==> config.mk <==
export PLATFORM = sky130hd
export DESIGN_NAME = pipelined_cla_addsub
export DESIGN_NICKNAME = d
export VERILOG_FILES = /design/src/rtl/alu_pkg.sv /design/src/rtl/cla_slice.sv /design/src/rtl/pipelined_cla_addsub.sv
export SDC_FILE = /design/constraint.sdc
export NUM_CORES = 1
export LEC_CHECK = 0
export ABC_AREA = 1
export ABC_CLOCK_PERIOD_IN_PS = 5100
export BUFFER_PORTS_ARGS = -buffer_cell sky130_fd_sc_hd__buf_2
export CELL_PAD_IN_SITES_DETAIL_PLACEMENT = 1
export CELL_PAD_IN_SITES_GLOBAL_PLACEMENT = 1
export CORE_AREA = 3 3 186 188
export CTS_CLUSTER_DIAMETER = 150
export DETAILED_ROUTE_END_ITERATION = 16
export DIE_AREA = 0 0 189 191
export PLACE_DENSITY_LB_ADDON = 0.1
export SLEW_MARGIN = 30
export SYNTH_ARGS = -nofsm -noshare
export SYNTH_HDL_FRONTEND = slang
export SYNTH_SLANG_ARGS = --single-unit
==> constraint.sdc <==
create_clock -name clk -period 5.1 [get_ports clk]
set_clock_uncertainty 0.05 [all_clocks]
set_input_delay 1.02 -clock clk [delete_from_list [all_inputs] [get_ports clk]]
set_output_delay 1.02 -clock clk [all_outputs]
set_load 0.02 [all_outputs]
==> src/rtl/alu_pkg.sv <==
// alu_pkg: shared types and constants for the KGP-RISC ALU add/subtract datapath.
//   SLICE_W   - default number of bits resolved by one carry-lookahead slice
//   flags_t   - packed condition flags {cout, ovf, zero, neg}
//   op_mode_e - arithmetic mode of the add/sub unit (ADD, SUB)
package alu_pkg;

  localparam int SLICE_W = 8;

  typedef struct packed {
    logic cout;
    logic ovf;
    logic zero;
    logic neg;
  } flags_t;

  typedef enum logic {
    ADD = 1'b0,
    SUB = 1'b1
  } op_mode_e;

endpackage

==> src/rtl/cla_slice.sv <==
// cla_slice: combinational SLICE-bit carry-lookahead adder slice.
// Ports:
//   a, b   - slice operands (b already inverted by the caller for subtraction)
//   cin    - carry into bit 0 of the slice
//   s      - slice sum
//   cout   - carry out of the slice MSB
//   c_msb  - carry into the slice MSB (used for signed overflow)
//   zero   - slice sum is all zeros
module cla_slice #(
  parameter int SLICE = 8
) (
  input  logic [SLICE-1:0] a,
  input  logic [SLICE-1:0] b,
  input  logic             cin,
  output logic [SLICE-1:0] s,
  output logic             cout,
  output logic             c_msb,
  output logic             zero
);

  logic [SLICE-1:0] g;
  logic [SLICE-1:0] p;
  logic [SLICE:0]   c;
  logic             run;

  // Each carry is expanded into its flat lookahead form,
  // c[i+1] = g[i] | p[i]g[i-1] | ... | p[i..0]cin, so no carry depends on
  // another carry and the slice depth stays at two levels of logic.
  always_comb begin
    // NOTE: every variable written here gets a value before any conditional
    // use, otherwise synthesis would infer a latch to hold the old value.
    g    = a & b;
    p    = a ^ b;
    c    = '0;
    run  = 1'b0;
    c[0] = cin;
    for (int i = 0; i < SLICE; i++) begin
      c[i+1] = g[i];
      run    = p[i];
      for (int j = i - 1; j >= 0; j--) begin
        c[i+1] = c[i+1] | (run & g[j]);
        run    = run & p[j];
      end
      c[i+1] = c[i+1] | (run & cin);
    end
  end

  assign s     = p ^ c[SLICE-1:0];
  assign cout  = c[SLICE];
  assign c_msb = c[SLICE-1];
  assign zero  = ~|s;

endmodule

==> src/rtl/pipelined_cla_addsub.sv <==
// pipelined_cla_addsub: WIDTH-bit pipelined add/subtract unit built from
// NSLICE chained cla_slice instances, one pipeline stage per slice.
// Latency NSLICE cycles, one beat per cycle, valid/ready on both sides.
// Optional macro ADDER_SAT_EN adds a per-beat 'sat' input that clamps the
// result to the signed extreme on overflow.
// Ports:
//   clk, rst_n           - clock, synchronous active-low reset
//   in_valid, in_ready   - operand handshake (in_ready is combinational from out_ready)
//   op_a, op_b, sub, cin - operands, mode (1 = A-B) and add-mode carry-in
//   sat                  - (ADDER_SAT_EN only) saturate this beat on overflow
//   out_valid, out_ready - result handshake
//   sum, cout, ovf, zero, neg - result and condition flags
module pipelined_cla_addsub
  import alu_pkg::*;
#(
  parameter int WIDTH = 32,
  parameter int SLICE = SLICE_W
) (
  input  logic             clk,
  input  logic             rst_n,
  input  logic             in_valid,
  output logic             in_ready,
  input  logic [WIDTH-1:0] op_a,
  input  logic [WIDTH-1:0] op_b,
  input  logic             sub,
  input  logic             cin,
`ifdef ADDER_SAT_EN
  input  logic             sat,
`endif
  output logic             out_valid,
  input  logic             out_ready,
  output logic [WIDTH-1:0] sum,
  output logic             cout,
  output logic             ovf,
  output logic             zero,
  output logic             neg
);

  localparam int NSLICE = WIDTH / SLICE;
  localparam int LAST   = NSLICE - 1;

  if ((WIDTH % SLICE) != 0 || WIDTH < SLICE) begin : g_bad_width
    $error("pipelined_cla_addsub: WIDTH must be a nonzero multiple of SLICE");
  end

  op_mode_e         mode;
  logic             advance;

  // Stage inputs: stage 0 is fed from the ports, stage k from register k-1.
  logic             v_i   [NSLICE];
  logic             c_i   [NSLICE];
  logic             z_i   [NSLICE];
  logic             sat_i [NSLICE];
  logic [WIDTH-1:0] a_i   [NSLICE];
  logic [WIDTH-1:0] b_i   [NSLICE];
  logic [WIDTH-1:0] s_i   [NSLICE];

  // Stage results before registering.
  logic             c_o   [NSLICE];
  logic             cm_o  [NSLICE];
  logic             z_o   [NSLICE];
  logic [WIDTH-1:0] s_o   [NSLICE];

  // Stage registers: a/b carry the not-yet-used upper slices forward,
  // s carries the finished lower slices, c the carry into the next slice.
  logic             v_q   [NSLICE];
  logic             c_q   [NSLICE];
  logic             z_q   [NSLICE];
  logic             sat_q [NSLICE];
  logic [WIDTH-1:0] a_q   [NSLICE];
  logic [WIDTH-1:0] b_q   [NSLICE];
  logic [WIDTH-1:0] s_q   [NSLICE];

  flags_t           flg_d;
  flags_t           flg_q;
  logic [WIDTH-1:0] sum_d;

  assign mode = sub ? SUB : ADD;

  for (genvar k = 0; k < NSLICE; k++) begin : g_stage
    logic [SLICE-1:0] slice_s;
    logic             slice_z;

    if (k == 0) begin : g_head
      // Subtraction is A + ~B + 1: invert B once at entry, force carry-in.
      assign v_i[k] = in_valid;
      assign c_i[k] = (mode == SUB) | cin;
      assign z_i[k] = 1'b1;
      assign a_i[k] = op_a;
      assign b_i[k] = (mode == SUB) ? ~op_b : op_b;
      assign s_i[k] = '0;
`ifdef ADDER_SAT_EN
      assign sat_i[k] = sat;
`else
      assign sat_i[k] = 1'b0;
`endif
    end else begin : g_body
      assign v_i[k]   = v_q[k-1];
      assign c_i[k]   = c_q[k-1];
      assign z_i[k]   = z_q[k-1];
      assign sat_i[k] = sat_q[k-1];
      assign a_i[k]   = a_q[k-1];
      assign b_i[k]   = b_q[k-1];
      assign s_i[k]   = s_q[k-1];
    end

    cla_slice #(
      .SLICE (SLICE)
    ) u_slice (
      .a     (a_i[k][k*SLICE +: SLICE]),
      .b     (b_i[k][k*SLICE +: SLICE]),
      .cin   (c_i[k]),
      .s     (slice_s),
      .cout  (c_o[k]),
      .c_msb (cm_o[k]),
      .zero  (slice_z)
    );

    assign z_o[k] = z_i[k] & slice_z;
    // Slices above k are still zero in s_i, so OR-ing the new slice in place
    // is equivalent to a part-select write.
    assign s_o[k] = s_i[k] | (WIDTH'(slice_s) << (k * SLICE));
  end

  // Final stage: flags and optional clamp. Signed overflow only happens when
  // both effective operand MSBs agree, so A's MSB gives the true sign.
  always_comb begin
    flg_d.cout = c_o[LAST];
    flg_d.ovf  = cm_o[LAST] ^ c_o[LAST];
    sum_d      = s_o[LAST];
    if (sat_i[LAST] && flg_d.ovf) begin
      sum_d = {a_i[LAST][WIDTH-1], {(WIDTH-1){~a_i[LAST][WIDTH-1]}}};
    end
    flg_d.zero = (sat_i[LAST] && flg_d.ovf) ? 1'b0 : z_o[LAST];
    flg_d.neg  = sum_d[WIDTH-1];
  end

  // The whole pipe moves as one: it stalls only when a result is waiting
  // at the output and downstream refuses it.
  assign advance  = !v_q[LAST] || out_ready;
  assign in_ready = advance;

  always_ff @(posedge clk) begin
    // NOTE: sequential state uses non-blocking assignments so every stage
    // samples its predecessor's old value, giving a true shift per edge.
    if (!rst_n) begin
      // NOTE: the data arrays are reset too, not just the valid bits, so the
      // output port reads all-zero after reset.
      for (int k = 0; k < NSLICE; k++) begin
        v_q[k]   <= 1'b0;
        c_q[k]   <= 1'b0;
        z_q[k]   <= 1'b0;
        sat_q[k] <= 1'b0;
        a_q[k]   <= '0;
        b_q[k]   <= '0;
        s_q[k]   <= '0;
      end
      flg_q <= '0;
    end else if (advance) begin
      for (int k = 0; k < NSLICE; k++) begin
        v_q[k]   <= v_i[k];
        c_q[k]   <= c_o[k];
        z_q[k]   <= z_o[k];
        sat_q[k] <= sat_i[k];
        a_q[k]   <= a_i[k];
        b_q[k]   <= b_i[k];
        s_q[k]   <= (k == LAST) ? sum_d : s_o[k];
      end
      flg_q <= flg_d;
    end
  end

  assign out_valid = v_q[LAST];
  assign sum       = s_q[LAST];
  assign cout      = flg_q.cout;
  assign ovf       = flg_q.ovf;
  assign zero      = flg_q.zero;
  assign neg       = flg_q.neg;

endmodule

==> impl_metrics.env <==
export IMPL_worst_path_max_delay_cell="fa_1"
export IMPL_rows=67
export IMPL_die_x_um=189
export IMPL_end_kind="register"
export IMPL_cts_buffers=17
export IMPL_clock_latency_ns=0.44
export IMPL_cts_clk_slew_worst_paths_ns=0.08
export IMPL_nNetsFinal=1135
export IMPL_routabilityCongestion=0.721
export IMPL_max_slew_margin=0.387
export IMPL_grt_first_pass_wirelength_mm=31.1
export IMPL_wl_per_cell_um=12.7
export IMPL_hold_buffers=0
export IMPL_maxSlewViolCount=0
export IMPL_finalWorstSetupSlack_ns=2.20
export IMPL_synth_ff_type="edfxtp_1"
export IMPL_nFillCells=3848
export IMPL_path_cells="buf_2 > xnor2_1 > fa_1 > nand3_1 > nor2_1 > nand3_1 > nor2_1 > nand2_1 > nor2_2 > nand2_1 > nor2_2"
export IMPL_grt_overflow=0
export IMPL_worst_slew_pin_transition_ns=0.919
export IMPL_ys_async_sr_fraction=0
export IMPL_syn_to_final_growth_pct=17.4
export IMPL_busiest_layer="met2"
export IMPL_ir_drop_mv=0.226
export IMPL_synth_seq_area_share=0.613
export IMPL_via_per_inst=3.99
export IMPL_ys_types=25
export IMPL_core_mm2=0.0333
export IMPL_synth_most_common_cell="nor2_1"
export IMPL_cts_resized=0
export IMPL_hpwl_mm=13.0
export IMPL_maxCapViolCount=0
export IMPL_yosys_register_bits=190
export IMPL_grt_use_met1=0.142
export IMPL_port_buffers=107
export IMPL_antenna_found_initial=0
export IMPL_wirelength_mm=18.9
export IMPL_clkSinkCount=190
export IMPL_start_util=0.276
export IMPL_clockRootBuffer="clkbuf_16"
export IMPL_max_freq_ghz=0.345
export IMPL_syn_area_mm2=0.00919
export IMPL_criticalPathCategory="in -> reg"
export IMPL_post_cts_buffers=0
export IMPL_drt_antenna_violating_nets=0
export IMPL_powerDensity_mw_per_mm2=329
export IMPL_drt_first_iter_violations=241
export IMPL_synth_edff_count=183
export IMPL_hold_viol=0
export IMPL_slowest_delay_ns=0.63
export IMPL_crit_path_max_fanout=16
export IMPL_worstPathRequired_ns=5.36
export IMPL_synthCells=917
export IMPL_period_share=0.569
export IMPL_grt_pass1_vias=6025
export IMPL_grt_setup_unrepaired="false"
export IMPL_grtUsageMet2=0.182
export IMPL_num_io_pins=108
export IMPL_status="finished, final reports clean"
export IMPL_synth_top_area_cell="edfxtp_1"
export IMPL_drcViolationCount=0
export IMPL_dr_pass1_iters=4
export IMPL_diodes=0
export IMPL_track_usage=0.109
export IMPL_synthTopCellsByCount="nor2_1, inv_1, edfxtp_1, nand2_1, nand3_1"
export IMPL_setup_viol=0
export IMPL_synth_top_area_frac=0.598
export IMPL_arrival_ns=3.16
export IMPL_clockBufferDepth=2
export IMPL_crit_path_start_kind="primary input"
export IMPL_hp_class="reg -> reg"
export IMPL_setup_tns_ns=0
export IMPL_die_h_um=191
export IMPL_use_met3=0.0270
export IMPL_leakage_nw=5.06
export IMPL_drive_gt1_frac=0.155
export IMPL_cts_tree="yes"
export IMPL_finalCriticalPeriod_ns=2.90
export IMPL_ys_top_cells_by_area="edfxtp_1, nor2_1, inv_1"
export IMPL_die_area_mm2=0.0361
export IMPL_avgSynthCellArea_um2=10.0
export IMPL_grt_max_degree=157
export IMPL_synth_fp_nets=1027
export IMPL_synth_warnings=0
export IMPL_preCtsSetupSlack_ns=1.67
export IMPL_dr_total_vias=5927
export IMPL_path_buf_inv=1
export IMPL_htreeDepth=4
export IMPL_cp_top_family="simple AND/OR/NAND/NOR gates"
[per-stage QoR]
stage / area (um^2) / utilization / total power, mW / hold WS (ns) / instances
after global placement: 10200 / 0.307 / 2.30 / 0.396 / 1454
final: 10800 / 0.324 / 3.55 / 0.407 / 1486
after floorplan: 9200 / - / 2.17 / 0.394 / 917
after global routing: 10800 / 0.324 / 3.75 / 0.422 / 1486
after CTS: 10800 / 0.324 / 3.63 / 0.409 / 1486
after detailed placement: 10200 / 0.307 / 2.30 / 0.394 / 1454
[logic make-up (layout without fill, tap and decap cells)]
family / after synthesis / count (layout) / synth area share
DFF: 190 / 190 / 0.613
adders and majority gates: 40 / 40 / 0.0577
AOI/OAI and AO/OA: 27 / 27 / 0.0158
buffers and inverters: 218 / 339 / 0.0930
xor gates and xnor gates: 38 / 38 / 0.0362
and+or+nand+nor: 404 / 404 / 0.184
[path summary, 6_finish.rpt]
| check | startpoint | end | slack, ns | cells after the start |
|---|---|---|---|---|
| worst min-delay path | neg | neg | 0.41 | 2 |
| worst min register to register | neg | neg | 0.41 | 2 |
| worst max-delay path | sub | z_q[0][0] | 2.20 | 11 |
| worst max register to register | v_q[3] | b_q[0][14] | 2.91 | 4 |
[routing by layer]
metal  vias up  wire [um]
met1      2746       9130
met3        15        639
met2        71       8940
met4         0        204
li1       3095          -
met5         -          0
[where the power goes]
group | leakage (nW) | internal, mW | switching, mW
registers | 2.23 | 1.82 | 0.0334
logic | 2.55 | 0.149 | 0.250
clock network | 0.270 | 0.681 | 0.617
total | 5.06 | 2.65 | 0.900
[final cells by class]
class | instances | area (um^2) | share of cell area
sequential | 190 | 5640 | 0.522
clock inverter | 15 | 134 | 0.0124
inverter | 194 | 739 | 0.0685
multi-input combinational | 509 | 2700 | 0.250
timing repair buffer | 113 | 593 | 0.0550
clock buffer | 17 | 425 | 0.0394
tap | 448 | 561 | 0.0519
[state kept, by name, indices dropped and copies added, names as in the netlist]
register,flops
z_q,3
s_q,80
cout,1
v_q,4
a_q,48
b_q,48
zero,1
c_q,3
ovf,1
neg,1
[cells in the final DEF, fill, tap and decap left out, types with 2 or more instances in the layout]
cell type and n:
nor3_1 2, clkbuf_16 17, o22ai_1 2, edfxtp_1 183, xor2_1 11, xnor2_1 27, nor2_2 6, nand3_1 45
clkinvlp_4 3, nand2_2 6, ha_1 36, nor2_1 199, buf_2 107, nand4_1 12, clkinv_1 3, buf_4 5
o21ai_1 3, inv_6 6, inv_1 192, dfxtp_1 7, fa_1 4, a21oi_2 2, nand2_1 124, inv_8 2
o21ai_0 3, nand3b_1 7, a21oi_1 17
[worst min-delay path, stage by stage (launching register included)]
cell and delay [ns]:
dfxtp_1 0.31, nand2_1 0.05, o21ai_1 0.05
Note: power is estimated with default switching activity, not from simulation.
